===== src/rtl/mul_pkg.sv =====
// Shared constants, Booth operation encoding and the column-major index helper
// for the 32x32 multiplier front end.
package mul_pkg;

  localparam int XW     = 32;
  localparam int PP_NUM = XW / 2 + 1;
  localparam int PROD_W = 2 * XW;

  typedef enum logic [2:0] {
    ZERO,
    POS1,
    POS2,
    NEG2,
    NEG1
  } booth_op_e;

  // Bit i of column j lives at 17j+i in the flattened column-major bus.
  function automatic int col_bit(input int col, input int pp);
    return col * PP_NUM + pp;
  endfunction

endpackage


===== src/rtl/booth_sel.sv =====
// One radix-4 Booth group: decodes a 3-bit window of the multiplier into a
// magnitude select (0, x, 2x) and a negate flag. Purely combinational.
module booth_sel
  import mul_pkg::*;
(
  input  logic [2:0]        code,
  input  logic [PROD_W-1:0] x_ext,
  output logic [PROD_W-1:0] mag_sel,
  output logic              neg
);

  booth_op_e op;

  always_comb begin
    // NOTE: every output of a combinational block gets a default first, so no
    // path leaves it unassigned and no latch is inferred.
    op      = ZERO;
    mag_sel = '0;
    neg     = 1'b0;
    unique case (code)
      3'b001, 3'b010: op = POS1;
      3'b011:         op = POS2;
      3'b100:         op = NEG2;
      3'b101, 3'b110: op = NEG1;
      default:        op = ZERO;
    endcase
    case (op)
      POS1, NEG1: mag_sel = x_ext;
      POS2, NEG2: mag_sel = x_ext << 1;
      default:    mag_sel = '0;
    endcase
    neg = (op == NEG1) || (op == NEG2);
  end

endmodule


===== src/rtl/booth_pp_gen.sv =====
// Radix-4 Booth partial-product generator with column-major transpose and a
// single valid/ready output register feeding the per-column Wallace slices.
module booth_pp_gen
  import mul_pkg::*;
(
  input  logic                     mul_clk,
  input  logic                     resetn,
  input  logic                     in_valid,
  output logic                     in_ready,
  input  logic                     mul_signed,
  input  logic [XW-1:0]            x,
  input  logic [XW-1:0]            y,
  input  logic                     flush,
  output logic                     out_valid,
  input  logic                     out_ready,
  output logic [PROD_W*PP_NUM-1:0] pp_col
);

  logic [PROD_W-1:0]        x_ext;
  logic [XW+2:0]            y_pad;
  logic [PROD_W-1:0]        mag  [PP_NUM];
  logic [PROD_W-1:0]        fold [PP_NUM];
  logic [PROD_W-1:0]        pp   [PP_NUM];
  logic [PP_NUM-1:0]        neg;
  logic [PROD_W*PP_NUM-1:0] pp_col_d;
  logic                     accept;

  // y_pad[0] is the implicit y_ext[-1] = 0 below the LSB group.
  assign x_ext = {{XW{mul_signed & x[XW-1]}}, x};
  assign y_pad = {{2{mul_signed & y[XW-1]}}, y, 1'b0};

  for (genvar i = 0; i < PP_NUM; i++) begin : g_grp
    booth_sel u_sel (
      .code    (y_pad[2*i+2:2*i]),
      .x_ext   (x_ext),
      .mag_sel (mag[i]),
      .neg     (neg[i])
    );

    // The +1 of group i-1's two's-complement negation rides in the empty
    // bit 2(i-1) of this group's shifted product.
    if (i == 0) begin : g_nofold
      assign fold[i] = '0;
    end else begin : g_fold
      assign fold[i] = {{(PROD_W-1){1'b0}}, neg[i-1]} << (2*i-2);
    end

    assign pp[i] = (({PROD_W{neg[i]}} ^ mag[i]) << (2*i)) | fold[i];
  end

  always_comb begin
    pp_col_d = '0;
    for (int j = 0; j < PROD_W; j++) begin
      for (int i = 0; i < PP_NUM; i++) begin
        pp_col_d[col_bit(j, i)] = pp[i][j];
      end
    end
  end

  assign in_ready = !out_valid || out_ready;
  assign accept   = in_valid && in_ready && !flush;

  // NOTE: state registers use non-blocking assignments so every flop samples
  // pre-edge values regardless of block evaluation order.
  always_ff @(posedge mul_clk or negedge resetn) begin
    if (!resetn) begin
      out_valid <= 1'b0;
      // NOTE: the wide data register is reset too, because downstream must
      // see an all-zero bus while in reset, not just a low valid.
      pp_col    <= '0;
    end else if (flush) begin
      out_valid <= 1'b0;
    end else if (accept) begin
      out_valid <= 1'b1;
      pp_col    <= pp_col_d;
    end else if (out_ready) begin
      out_valid <= 1'b0;
    end
  end

  // Group 16 only ever sees 000/111 (signed) or 000/001 (unsigned).
  a_neg16_never : assert property (@(posedge mul_clk) disable iff (!resetn)
                                   !neg[PP_NUM-1]);

endmodule


===== config.mk =====
export PLATFORM = sky130hd
export DESIGN_NAME = booth_pp_gen
export DESIGN_NICKNAME = d
export VERILOG_FILES = /design/src/rtl/mul_pkg.sv /design/src/rtl/booth_sel.sv /design/src/rtl/booth_pp_gen.sv
export SDC_FILE = /design/constraint.sdc
export NUM_CORES = 2
export LEC_CHECK = 0
export ABC_AREA = 1
export CORE_AREA = 2 2 448 450
export DETAILED_ROUTE_END_ITERATION = 6
export DIE_AREA = 0 0 450 452
export PLACE_DENSITY = 0.42
export SLEW_MARGIN = 25
export SYNTH_ARGS = -nofsm -noshare
export SYNTH_HDL_FRONTEND = slang
export SYNTH_SLANG_ARGS = --single-unit

===== constraint.sdc =====
create_clock -name mul_clk -period 1.5 [get_ports mul_clk]
set_input_delay 0.15 -clock mul_clk [delete_from_list [all_inputs] [get_ports mul_clk]]
set_output_delay 0.15 -clock mul_clk [all_outputs]
set_load 0.02 [all_outputs]

==> results_dict.tcl <==
set metrics [dict create \
    core_area_sq_mm 0.199 \
    power.density_mw_per_mm2 1200 \
    yosysTopAreaCell "dfrtp_1" \
    place.gp.congestion 0.880 \
    row_count 164 \
    htreeDepth 3 \
    first_global_vias 41100 \
    drc_errors 0 \
    required_ps 1350 \
    critPathCaptureType "primary output" \
    slew_headroom_pct 62.0 \
    pre_cts_ws_ps -567 \
    critPathArrivalTime_ps 1650 \
    maxCapViolCount 0 \
    ys_ff_latch 593 \
    period_share_pct 120 \
    die_area_sq_mm 0.203 \
    wire_per_inst_microns 25.1 \
    synth_top_area_share_pct 37.2 \
    critPathLaunchType "flip-flop" \
    p_leak_nw 30.8 \
    skew_ps 39.7 \
    seq_area_frac_synth_pct 37.2 \
    ir_worst_vdd_mv 0.874 \
    drtAntennaViolNets 0 \
    violations "negative setup slack" \
    nets 7049 \
    post-route-min-period_ps 1800 \
    grt.overflow.total 0 \
    io_buffers 903 \
    drive_gt1_share_pct 19.9 \
    grtUsageTotal_pct 22.5 \
    r2r_end "pp_col[582]$_DFFE_PN0P_" \
    grt_pass1_wl_microns 326000 \
    r2r_slack_ps -280 \
    async_reset_ff_share_pct 100 \
    path_clk_slew_ps 70 \
    cts_made_buffers 82 \
    min_path_type "input port to async pin" \
    synth.distinct_cells 29 \
    viasPerCell 4.60 \
    synth_area_sq_mm 0.0398 \
    drtPass1Iterations 5 \
    hold_viol 0 \
    cts_root_buf "clkbuf_16" \
    worst_slew_pin_slew_ps 570 \
    clk_latency_ps 730 \
    cts.sinks 593 \
    cts_tree "yes" \
    n_fill_cell 21800 \
    drt_iter0_drc 4298 \
    finalSetupViolCount 1213 \
    tns_ps -152660 \
    avgSynthCellArea_sq_um 6.61 \
    netlist_top_cells_area "dfrtp_1 37%, nand2_1 26%, nand3_1 15%, buf_4 9.8%, buf_2 3.4%" \
    setup_slack_ps -302 \
    timing.fmax_mhz 555 \
    yosys.cell_count.top_type "nand2_1" \
    grt_setup_unrepaired "true" \
    total_power_mw 70.1 \
    reg2reg_depth 9 \
    cts_buffer_depth 3 \
    yosys_warnings 0 \
    crit_fanout 8 \
    slew_violations 0 \
    die_h_microns 452 \
    synth_cells 6029 \
    antenna_found_initial 32 \
    reg2reg_from "out_valid$_DFFE_PN0P_" \
    yosys_most_used_dff "dfrtp_1" \
    yosys-top-cells-count "2,711 x nand2_1, 1,229 x nand3_1, 593 x dfrtp_1" \
    synth_edf_count 0 \
    crit_path_start "pp_col[1071]$_DFFE_PN0P_" \
    outcome "finished, violations left" \
    layout-area-overhead-vs-synth_pct 46.1 \
    start_util_pct 20.1 \
    vias 44700 \
    grt_max_degree 82 \
    timing.hold.ws_ps 53.3 \
    dp_hpwl_microns 179000 \
    io_pins 1160 \
    critPathKind "flip-flop to primary output" \
    drt_wl_total_microns 243000 \
    die_x_microns 450 \
]
==> critical path, stage by stage (launching register included) <==
cell       delay (ps)
dfrtp_2           550
clkbuf_16         240
buf_6             120
==> cells by family (layout without fill, tap and decap cells) <==
| group | Yosys count | in the layout | share of synthesized area (%) |
|---|---|---|---|
| adders and majority gates | 8 | 8 | 0.251 |
| xor gates and xnor gates | 30 | 30 | 0.660 |
| and+or+nand+nor | 4008 | 4008 | 41.9 |
| other | 1 | 278 | 0.00941 |
| buffers and inverters | 1133 | 1882 | 16.5 |
| AOI/OAI and AO/OA | 256 | 256 | 3.49 |
| DFF | 593 | 593 | 37.2 |
==> layout make-up <==
cell class / count / area [sq um] / share of cell area (%)
repair buffers: 1561 / 16500 / 28.3
diodes: 22 / 55.1 / 0.0946
inverters: 175 / 657 / 1.13
clock inverters: 34 / 420 / 0.722
well taps: 2656 / 3320 / 5.71
flip-flops and latches: 593 / 14900 / 25.6
multi-input cells: 4558 / 20000 / 34.5
clock buffers: 112 / 2320 / 3.98
==> stage by stage <==
step           util (%)  cell area [sq um]  cells
2_1_floorplan         -              40800   6284
3_3_place_gp       27.2              54000   9423
3_5_place_dp       27.2              54000   9423
4_1_cts            28.3              56200   9605
5_1_grt            29.3              58200   9709
6_report           29.3              58200   9711
==> power breakdown <==
part / leakage [nW] / switching [mW] / internal (mW) / total, mW
Combinational: 22.2 / 17.3 / 10.4 / 27.7
Clock: 1.32 / 8.77 / 11.8 / 20.6
Sequential: 7.31 / 2.92 / 19.0 / 21.9
Total: 30.8 / 29.0 / 41.1 / 70.1
==> how the worst max path moves through the flow <==
stage and to:
4_1_cts pp_col[971], 2_1_floorplan pp_col[1071]$_DFFE_PN0P_, 3_5_place_dp pp_col[513]$_DFFE_PN0P_, 5_1_grt pp_col[663], 6_report pp_col[663], 3_3_place_gp pp_col[513]$_DFFE_PN0P_
==> registers in the layout, indices dropped and copies added, names as in the netlist <==
name / cells
out_valid: 1
pp_col: 592
==> per-layer routing <==
metal,part of all wire [%],GRT usage [%]
met1,39,26.6
met2,48,37.7
met3,6.6,4.06
met4,6.8,14.2
met5,0.0045,0
==> layout by cell type, fill, tap and decap left out, drive strengths merged <==
cell	n
nand2	2713
nand3	1229
buf	1031
dfrtp	593
dlygate4sd2	425
conb	256
o21ai	200
inv	181
clkbuf	147
nor2	59
clkdlybuf4s50	34
xor2	30
dlygate4sd3	30
o211ai	28
diode	22
a21oi	19
clkinv	16
ha	8
clkinvlp	7
o21a	6
nand4	6
bufinv	5
dlymetal6s2s	4
o221ai	2
clkdlybuf4s15	2
nor3	1
a31oi	1
==> repair_timing <==
action | CTS | global route
pin swaps | 1 | 9
gates resized for setup | 1455 | 1201
buffers inserted | 4 | 56
setup endpoints to repair | 1339 | 1350
endpoints found under the hold margin | 665 | 0
gates cloned | 2 | 28
hold buffers | 30 | 0
Power figures use the tool's default switching activity.
